[src/rtl/dmem_arbiter.sv]
// dmem_arbiter: shares one single-cycle data memory between the core
// load/store path (port c) and a DMA/debug loader (port d).
// The core normally wins; a saturating streak counter forces a DMA win
// after MAX_BURST consecutive core grants while DMA is waiting.
// Optional statistics counters are compiled in with DMEM_ARB_STATS_EN.
module dmem_arbiter #(
  parameter int ADDR_W    = 64,
  parameter int DATA_W    = 64,
  parameter int MAX_BURST = 4
) (
  input  logic              clk,
  input  logic              reset,
  input  logic              c_req,
  input  logic              c_we,
  input  logic [ADDR_W-1:0] c_addr,
  input  logic [DATA_W-1:0] c_wdata,
  output logic              c_gnt,
  output logic              c_rvalid,
  output logic [DATA_W-1:0] c_rdata,
  input  logic              d_req,
  input  logic              d_we,
  input  logic [ADDR_W-1:0] d_addr,
  input  logic [DATA_W-1:0] d_wdata,
  output logic              d_gnt,
  output logic              d_rvalid,
  output logic [DATA_W-1:0] d_rdata,
  output logic [ADDR_W-1:0] mem_addr,
  output logic [DATA_W-1:0] mem_wdata,
  output logic              mem_we,
  output logic              mem_re,
  input  logic [DATA_W-1:0] mem_rdata,
  output logic              core_stall
`ifdef DMEM_ARB_STATS_EN
  ,
  output logic [31:0]       conflict_cnt,
  output logic [15:0]       dma_force_cnt
`endif
);

  localparam logic [3:0] BURST_LIM = 4'(MAX_BURST);

  logic [3:0]        streak_q, streak_d;
  logic              c_win, d_win;
  logic              c_rvalid_q, d_rvalid_q;
  logic [DATA_W-1:0] c_rdata_q, d_rdata_q;

  // Winner selection; nothing is granted while reset is held.
  always_comb begin
    c_win = reset & c_req & (~d_req | (streak_q < BURST_LIM));
    d_win = reset & d_req & ~c_win;
  end

  assign c_gnt      = c_win;
  assign d_gnt      = d_win;
  assign core_stall = reset & c_req & ~c_win;

  // Memory port follows the winner, idles at all-zero without a grant.
  always_comb begin
    mem_addr  = '0;
    mem_wdata = '0;
    mem_we    = 1'b0;
    mem_re    = 1'b0;
    if (c_win) begin
      mem_addr  = c_addr;
      mem_wdata = c_wdata;
      mem_we    = c_we;
      mem_re    = ~c_we;
    end else if (d_win) begin
      mem_addr  = d_addr;
      mem_wdata = d_wdata;
      mem_we    = d_we;
      mem_re    = ~d_we;
    end
  end

  // Streak of core wins over a waiting DMA; clears once DMA wins or stops asking.
  always_comb begin
    streak_d = streak_q;
    if (d_win || !d_req) begin
      streak_d = 4'd0;
    end else if (c_win && (streak_q < BURST_LIM)) begin
      streak_d = streak_q + 4'd1;
    end
  end

  // Streak register.
  always_ff @(posedge clk or negedge reset) begin
    if (!reset) begin
      streak_q <= 4'd0;
    end else begin
      streak_q <= streak_d;
    end
  end

  // Read return: capture memory data for the read winner, valid for one cycle.
  always_ff @(posedge clk or negedge reset) begin
    if (!reset) begin
      c_rvalid_q <= 1'b0;
      d_rvalid_q <= 1'b0;
      c_rdata_q  <= '0;
      d_rdata_q  <= '0;
    end else begin
      c_rvalid_q <= c_win & ~c_we;
      d_rvalid_q <= d_win & ~d_we;
      if (c_win && !c_we) begin
        c_rdata_q <= mem_rdata;
      end
      if (d_win && !d_we) begin
        d_rdata_q <= mem_rdata;
      end
    end
  end

  assign c_rvalid = c_rvalid_q;
  assign d_rvalid = d_rvalid_q;
  assign c_rdata  = c_rdata_q;
  assign d_rdata  = d_rdata_q;

`ifdef DMEM_ARB_STATS_EN
  logic [31:0] conflict_cnt_q;
  logic [15:0] dma_force_cnt_q;

  // Contention cycles (wrapping) and forced DMA wins (saturating).
  always_ff @(posedge clk or negedge reset) begin
    if (!reset) begin
      conflict_cnt_q  <= 32'd0;
      dma_force_cnt_q <= 16'd0;
    end else begin
      if (c_req && d_req) begin
        conflict_cnt_q <= conflict_cnt_q + 32'd1;
      end
      if (d_win && c_req && (dma_force_cnt_q != 16'hFFFF)) begin
        dma_force_cnt_q <= dma_force_cnt_q + 16'd1;
      end
    end
  end

  assign conflict_cnt  = conflict_cnt_q;
  assign dma_force_cnt = dma_force_cnt_q;
`endif

endmodule

[config.mk]
export PLATFORM = sky130hd
export DESIGN_NAME = dmem_arbiter
export DESIGN_NICKNAME = d
export VERILOG_FILES = /design/src/rtl/dmem_arbiter.sv
export SDC_FILE = /design/constraint.sdc
export NUM_CORES = 1
export LEC_CHECK = 0
export CAP_MARGIN = 40
export CORE_AREA = 2 2 230 232
export DETAILED_ROUTE_END_ITERATION = 8
export DIE_AREA = 0 0 232 234
export GPL_TIMING_DRIVEN = 0
export SYNTH_ARGS = -nofsm -noshare
export SYNTH_HDL_FRONTEND = slang
export SYNTH_SLANG_ARGS = --single-unit
[constraint.sdc]
create_clock -name clk -period 2.6 [get_ports clk]
set_input_delay 0.52 -clock clk [delete_from_list [all_inputs] [get_ports clk]]
set_output_delay 0.52 -clock clk [all_outputs]
set_load 0.01 [all_outputs]
==> results of run 1 <==
-- layout make-up --
type,count,share of cell area (%)
Sequential cell,134,23.0
Tap cell,688,5.90
Clock buffer,18,3.01
Antenna cell,1,0.0172
Buffer,37,2.83
Inverter,1,0.0429
Timing Repair Buffer,641,43.7
Clock inverter,13,1.00
Multi-Input combinational cell,280,20.5
-- state kept, by name, indices dropped and copies added, names as in the netlist --
register  count
c_rdata      64
c_rvalid      1
d_rdata      64
d_rvalid      1
streak_q      4
-- worst min path at each step --
stage / from / end / cells after the start
5_1_grt: reset / c_rdata[52]$_DFFE_PN0P_ / 2
2_1_floorplan: reset / c_rdata[0]$_DFFE_PN0P_ / 0
4_1_cts: reset / d_rdata[50]$_DFFE_PN0P_ / 2
6_report: reset / d_rdata[50]$_DFFE_PN0P_ / 2
3_5_place_dp: d_rdata[54]$_DFFE_PN0P_ / d_rdata[54]$_DFFE_PN0P_ / 1
3_3_place_gp: d_rdata[58]$_DFFE_PN0P_ / d_rdata[58]$_DFFE_PN0P_ / 1
-- metal layers --
metal	vias to the layer above	routed length [um]	GRT usage [%]
li1	3084	-	-
met1	3378	14300	13.6
met2	353	20400	23.9
met3	41	5180	8.20
met4	4	835	4.47
met5	-	27	0
-- report_power, final --
group	internal, mW	switching [mW]	total (mW)
sequential	2.50	0.214	2.71
clock	1.44	1.01	2.44
combinational	1.78	1.09	2.87
-- repair_timing --
item / in CTS / in global routing
pin swaps: 6 / 51
endpoints found under the setup margin: 133 / 132
hold endpoints to repair: 46 / 0
resized for setup: 398 / 335
hold buffers: 1 / 0
gates cloned: 0 / 10
buffers inserted: 9 / 34
-- worst reg2reg max path, stage by stage (launching register included) --
cell     delay [ps]
dfrtp_1         410
buf_6           130
nor3b_4         240
buf_4           150
buf_4           110
buf_6            90
nor3_4           40
buf_12          140
buf_4           140
buf_4           180
buf_6           180
mux2_1          320
-- cell usage in the layout, fill, tap and decap left out, types with 2 or more instances in the layout --
cell type | Yosys | final
a21boi_0 | 3 | 3
a22o_1 | 128 | 101
a22o_4 | 0 | 27
and3_1 | 2 | 2
buf_12 | 0 | 10
buf_16 | 0 | 2
buf_2 | 16 | 45
buf_4 | 0 | 25
buf_6 | 16 | 74
buf_8 | 0 | 16
bufinv_16 | 0 | 2
clkbuf_16 | 0 | 27
clkbuf_2 | 0 | 36
clkbuf_4 | 0 | 2
clkdlybuf4s50_1 | 0 | 452
clkinvlp_4 | 0 | 5
dfrtp_1 | 134 | 133
dlymetal6s2s_1 | 0 | 4
inv_6 | 0 | 4
mux2_1 | 39 | 39
mux2_2 | 90 | 90
nand2_1 | 3 | 3
nand2b_1 | 3 | 3
nand3_1 | 2 | 2
-- cell families after synthesis --
logic type                 count (synthesis)  synth area share [%]
DFF                                      134                  52.4
AOI/OAI and AO/OA                        133                  18.1
muxes                                    129                  22.7
buffers and inverters                     44                  4.77
and+or+nand+nor                           17                  1.74
adders and majority gates                  1                 0.196
==> flow_summary.toml, run 1 <==
[clock_network]
cts_tree = "yes"
path_clk_slew_ps = 70
cts_sinks = 134
cts_buffers = 17
clock_latency_ps = 460
htreeDepth = 4
root_buffer = "clkbuf_16"
cts_max_path_buffers = 2

[placed_design]
gp_congestion = 0.747
place_inst = 1735
dp_hpwl_um = 32800
place_area_um2 = 13200
numPortBuffers = 588
dp_slack_ps = -1440

[global_route]
antenna_found_initial = 4
grt.overflow.total = 0
first_global_vias = 7077
track_usage_pct = 13.7
grt_max_degree = 89
grt_first_pass_wirelength_um = 51500

[cells_and_area]
fin_cells = 1813
filler_cell_count = 5400
areaGrowthSynthToFinish_pct = 128
design_area_um2 = 14600
register_area_um2 = 3350
multi_input_area_um2 = 2990
drive_gt1_share_pct = 33.4
fin_nets = 1439
fin_util_pct = 28.0

[route]
wl_per_cell_um = 22.5
drt_wl_total_um = 40800
viasPerCell = 3.78
vias = 6860
drc_errors = 0
first_pass_iters = 4
ant_nets = 0
dr.first_iter.drc_count = 242

[power_and_ir_drop]
power.total_mw = 8.02
peakVddDrop_v = 0.000682
power_density_nw_per_um2 = 550
leakage_nw = 6.23

[setup_path]
startpoint = "streak_q[3]$_DFFE_PN0P_"
worstRegToRegCells = 11
crit_cells = 6
regToRegEndpoint = "d_rdata[27]$_DFFE_PN0P_"
r2r_setup_slack_ps = 340
crit_family = "buffers and inverters"
r2r_start = "streak_q[2]$_DFFE_PN0P_"
path_buf_inv = 3
start_kind = "register"
arrival_ps = 2270
crit_chain = "o21ai_2 -> and3_1 -> buf_6 -> clkbuf_4 -> a22o_1 -> clkdlybuf4s50_1"
cp_data_required_time_ps = 2080
crit_path_end = "mem_addr[12]"
slowest_stage = "clkdlybuf4s50_1"
crit_path_max_fanout = 10
worstSetupPathType = "register to output pin"
critPathMaxStageDelay_ps = 520
crit_path_end_kind = "output pin"

[sta]
finalClockSkew_ps = 9.16
fin_tns_setup_ps = -8130
setup_ws_ps = -193
fin_crit_sh_pct = 107
slew_violations = 0
slew_headroom_pct = 67.8
period_needed_ps = 2790
tightest_slew_ps = 482
whs_ps = 48.2
final-setup-viol-count = 93
hold_violations = 0
fmax_ghz = 0.358
rsz0062_at_grt = "true"

[floorplan]
core_um2 = 52000
rows = 84
die-height_um = 234
io_pins = 589
fp.dieW_um = 232
initial_utilization_pct = 12.3
die_area_um2 = 54300

[synth]
netlist_instances = 458
synth_cell_types = 23
synth_edf_count = 0
yosys_register_bits = 134
yosys.area.top_type = "dfrtp_1"
yosysMostFrequentCell = "dfrtp_1"
synth_area_um2 = 6390
netlist_top_cells_count = "dfrtp_1 (134), a22o_1 (128), mux2_2 (90), mux2_1 (39)"
synth.avg_cell_area_um2 = 14.0
synth_top_area_share_pct = 52.4
synthTopCellsByArea = "dfrtp_1 (52%), a22o_1 (18%), mux2_2 (16%), mux2_1 (6.9%), buf_6 (2.8%)"
async_reset_ff_share_pct = 100
synth_flop_cell = "dfrtp_1"
yosysSeqAreaShare_pct = 52.4
syn_nets = 785
yosysWarnings = 0

[worst_hold_path]
hold_path.class = "primary input to async pin"

[status]
status = "complete, but fails checks"
failed_checks = "negative setup slack"

[run]
cap_violations = 0
Note: power is estimated with default switching activity, not from simulation.
==> run 2, diff against run 1 <==
ABC_AREA = 1   (was unset)
CORE_AREA = 2 2 227 229   (was 2 2 230 232)
DIE_AREA = 0 0 229 231   (was 0 0 232 234)
==> run 2 against run 1 <==
The flow still finishes with violations (negative setup slack). Register-to-register slack gained 270 ps. Utilization grew 1.4 points. Wire length grew 32%. Combinational power shrank 2%. Clock power grew 8%. First-iteration DRC count grew 130%. Final cell count grew 29%. Fmax grew 5.5%. Cell area grew 2.4%. Global-route usage grew 6.0 points. Critical path depth grew 5. Critical endpoint is now mem_wdata[39]. Largest cell class unchanged. Largest power group unchanged.
==> flow_summary.toml, run 2 <==
[synth]
synth_top_area_share_pct = 47.9
yosysSeqAreaShare_pct = 47.9
netlist_instances = 1008
yosys_register_bits = 134
synth_edf_count = 0
syn_nets = 1335
async_reset_ff_share_pct = 100
netlist_top_cells_count = "nand2_1 (715), dfrtp_1 (134), nand4_1 (64), buf_2 (35), buf_4 (13)"
yosysWarnings = 0
yosys.area.top_type = "dfrtp_1"
synthTopCellsByArea = "dfrtp_1 (48%), nand2_1 (38%), nand4_1 (5.7%), buf_2 (2.5%), buf_6 (1.6%)"
synth.avg_cell_area_um2 = 6.95
synth_flop_cell = "dfrtp_1"
synth_cell_types = 18
synth_area_um2 = 7000
yosysMostFrequentCell = "nand2_1"

[setup_path]
r2r_start = "streak_q[3]$_DFFE_PN0P_"
r2r_setup_slack_ps = 610
cp_data_required_time_ps = 2080
arrival_ps = 2130
start_kind = "register"
worstSetupPathType = "register to output pin"
crit_path_end_kind = "output pin"
crit_path_max_fanout = 6
regToRegEndpoint = "c_rdata[61]$_DFFE_PN0P_"
worstRegToRegCells = 9

[sta]
slew_violations = 0
slew_headroom_pct = 56.2
final-setup-viol-count = 1
setup_ws_ps = -47.1
rsz0062_at_grt = "true"
hold_violations = 0
tightest_slew_ps = 657
finalClockSkew_ps = 6.10
fin_crit_sh_pct = 102
whs_ps = 21.1
fmax_ghz = 0.378
period_needed_ps = 2650

[clock_network]
root_buffer = "clkbuf_16"
cts_max_path_buffers = 2
htreeDepth = 4
cts_sinks = 134
cts_tree = "yes"
clock_latency_ps = 440
cts_buffers = 17
path_clk_slew_ps = 70

[route]
drc_errors = 0
first_pass_iters = 5
vias = 9251
ant_nets = 0
dr.first_iter.drc_count = 553
drt_wl_total_um = 53700
viasPerCell = 3.95
wl_per_cell_um = 23.0

[cells_and_area]
layout_commonest_cell = "nand2_1"
fin_nets = 1966
multi_input_area_um2 = 3430
fin_util_pct = 29.5
filler_cell_count = 5548
final_cell_mix = "nand2_1 (647), clkdlybuf4s50_1 (453), dfrtp_1 (134)"
drive_gt1_share_pct = 18.1
areaGrowthSynthToFinish_pct = 113
register_area_um2 = 3350

[global_route]
first_global_vias = 9591
grt_max_degree = 46
use_met1_pct = 21.4
track_usage_pct = 19.7
busiest_layer = "met2"
grt.overflow.total = 0
grt_first_pass_wirelength_um = 73800
antenna_found_initial = 13
use_met2_pct = 35.6
grt_use_met3_pct = 6.18

[floorplan]
rows = 83
initial_utilization_pct = 13.8
core_um2 = 50700
io_pins = 589
die-height_um = 231
die_area_um2 = 52900
fp.dieW_um = 229

[placed_design]
gp_congestion = 1.11
dp_hpwl_um = 43900
numPortBuffers = 588

[power_and_ir_drop]
sw_frac_of_total_pct = 31.9
clockPowerShare_pct = 32.5
p_sw_mw = 2.58
pwr-share-comb_pct = 34.8
leakage_nw = 7.43
internal_power_mw = 5.50
pwr-share-seq_pct = 32.7
peakVddDrop_v = 0.000496
power_density_nw_per_um2 = 541
power.total_mw = 8.08

[worst_hold_path]
hold_path.class = "primary input to async pin"

[status]
failed_checks = "negative setup slack"
status = "complete, but fails checks"

[run]
cap_violations = 0
[run 2: cell types whose count changed after synthesis, moves of 19 or more]
cell / previous run / this run
mux2_1: 39 / 0
a22o_1: 128 / 0
mux2_2: 90 / 0
nand2_1: 3 / 715
buf_2: 16 / 35
nand4_1: 0 / 64
[run 2: worst max-delay path, cell delays in order (launching register included)]
cell and delay [ps]:
dfrtp_1 420, o21ai_4 190, nand2_4 120, nand2_4 100
inv_8 60, buf_16 140, buf_12 130, buf_8 130
buf_6 120, nand2_8 60, nand2_4 60, buf_6 130
[run 2: worst max-delay path by stage]
stage / cells after the start / end / slack, ps / start
finish: 11 / mem_wdata[39] / -50 / streak_q[3]$_DFFE_PN0P_
detailed placement: 11 / mem_wdata[22] / -1320 / reset
CTS: 7 / mem_we / -140 / streak_q[2]$_DFFE_PN0P_
floorplan: 9 / mem_wdata[14] / 780 / c_req
global route: 11 / mem_wdata[39] / -120 / streak_q[3]$_DFFE_PN0P_
global placement: 10 / mem_wdata[22] / -6090 / reset
[run 2: routing by layer]
metal	routed length (um)	share of wire [%]
met5	27	0.050
met4	2040	3.8
met3	4140	7.7
met2	27400	51
met1	20200	38
[run 2: per-stage QoR]
| stage | cells | TNS [ps] | area [um2] | worst slack (ps) |
|---|---|---|---|---|
| 5_1_grt | 2340 | -214 | 14900 | -117 |
| 3_5_place_dp | 2277 | -151000 | 13800 | -1320 |
| 4_1_cts | 2328 | -404 | 14800 | -139 |
| 3_3_place_gp | 2276 | -2043780 | 13700 | -6090 |
| 6_report | 2341 | -47.1 | 14900 | -47.1 |
| 2_1_floorplan | 1008 | 0 | 7000 | 778 |
[run 2: cells by family after synthesis]
family / synth area share [%]
DFF: 47.9
buffers and inverters: 6.84
adders and majority gates: 0.179
xor gates and xnor gates: 0.125
and+or+nand+nor: 44.5
AOI/OAI and AO/OA: 0.447
[run 2: final cells by class]
type	instances	share of cell area, %
multi-input cells	791	23.0
inverters	13	0.427
well taps	680	5.70
clock inverters	14	1.27
clock buffers	18	2.94
flip-flops and latches	134	22.5
plain buffers	63	3.82
diodes	9	0.151
repair buffers	619	40.3
[run 2: power by group through the flow]
stage | sequential (mW) | clock, mW | combinational (mW)
after floorplan | 2.82 | 0 | 0.624
after CTS | 2.64 | 2.69 | 2.82
after detailed placement | 2.67 | 0 | 2.76
after global placement | 2.66 | 0 | 2.76
after global routing | 2.69 | 2.77 | 3.00
final | 2.64 | 2.63 | 2.81
[run 2: what timing repair did]
item / CTS / global route
hold endpoints to repair: 22 / 0
cloned: 6 / 2
resized for setup: 625 / 47
endpoints found under the setup margin: 133 / 73
hold buffers: 1 / 0
pin swaps: 5 / 5
buffers inserted: 15 / 5
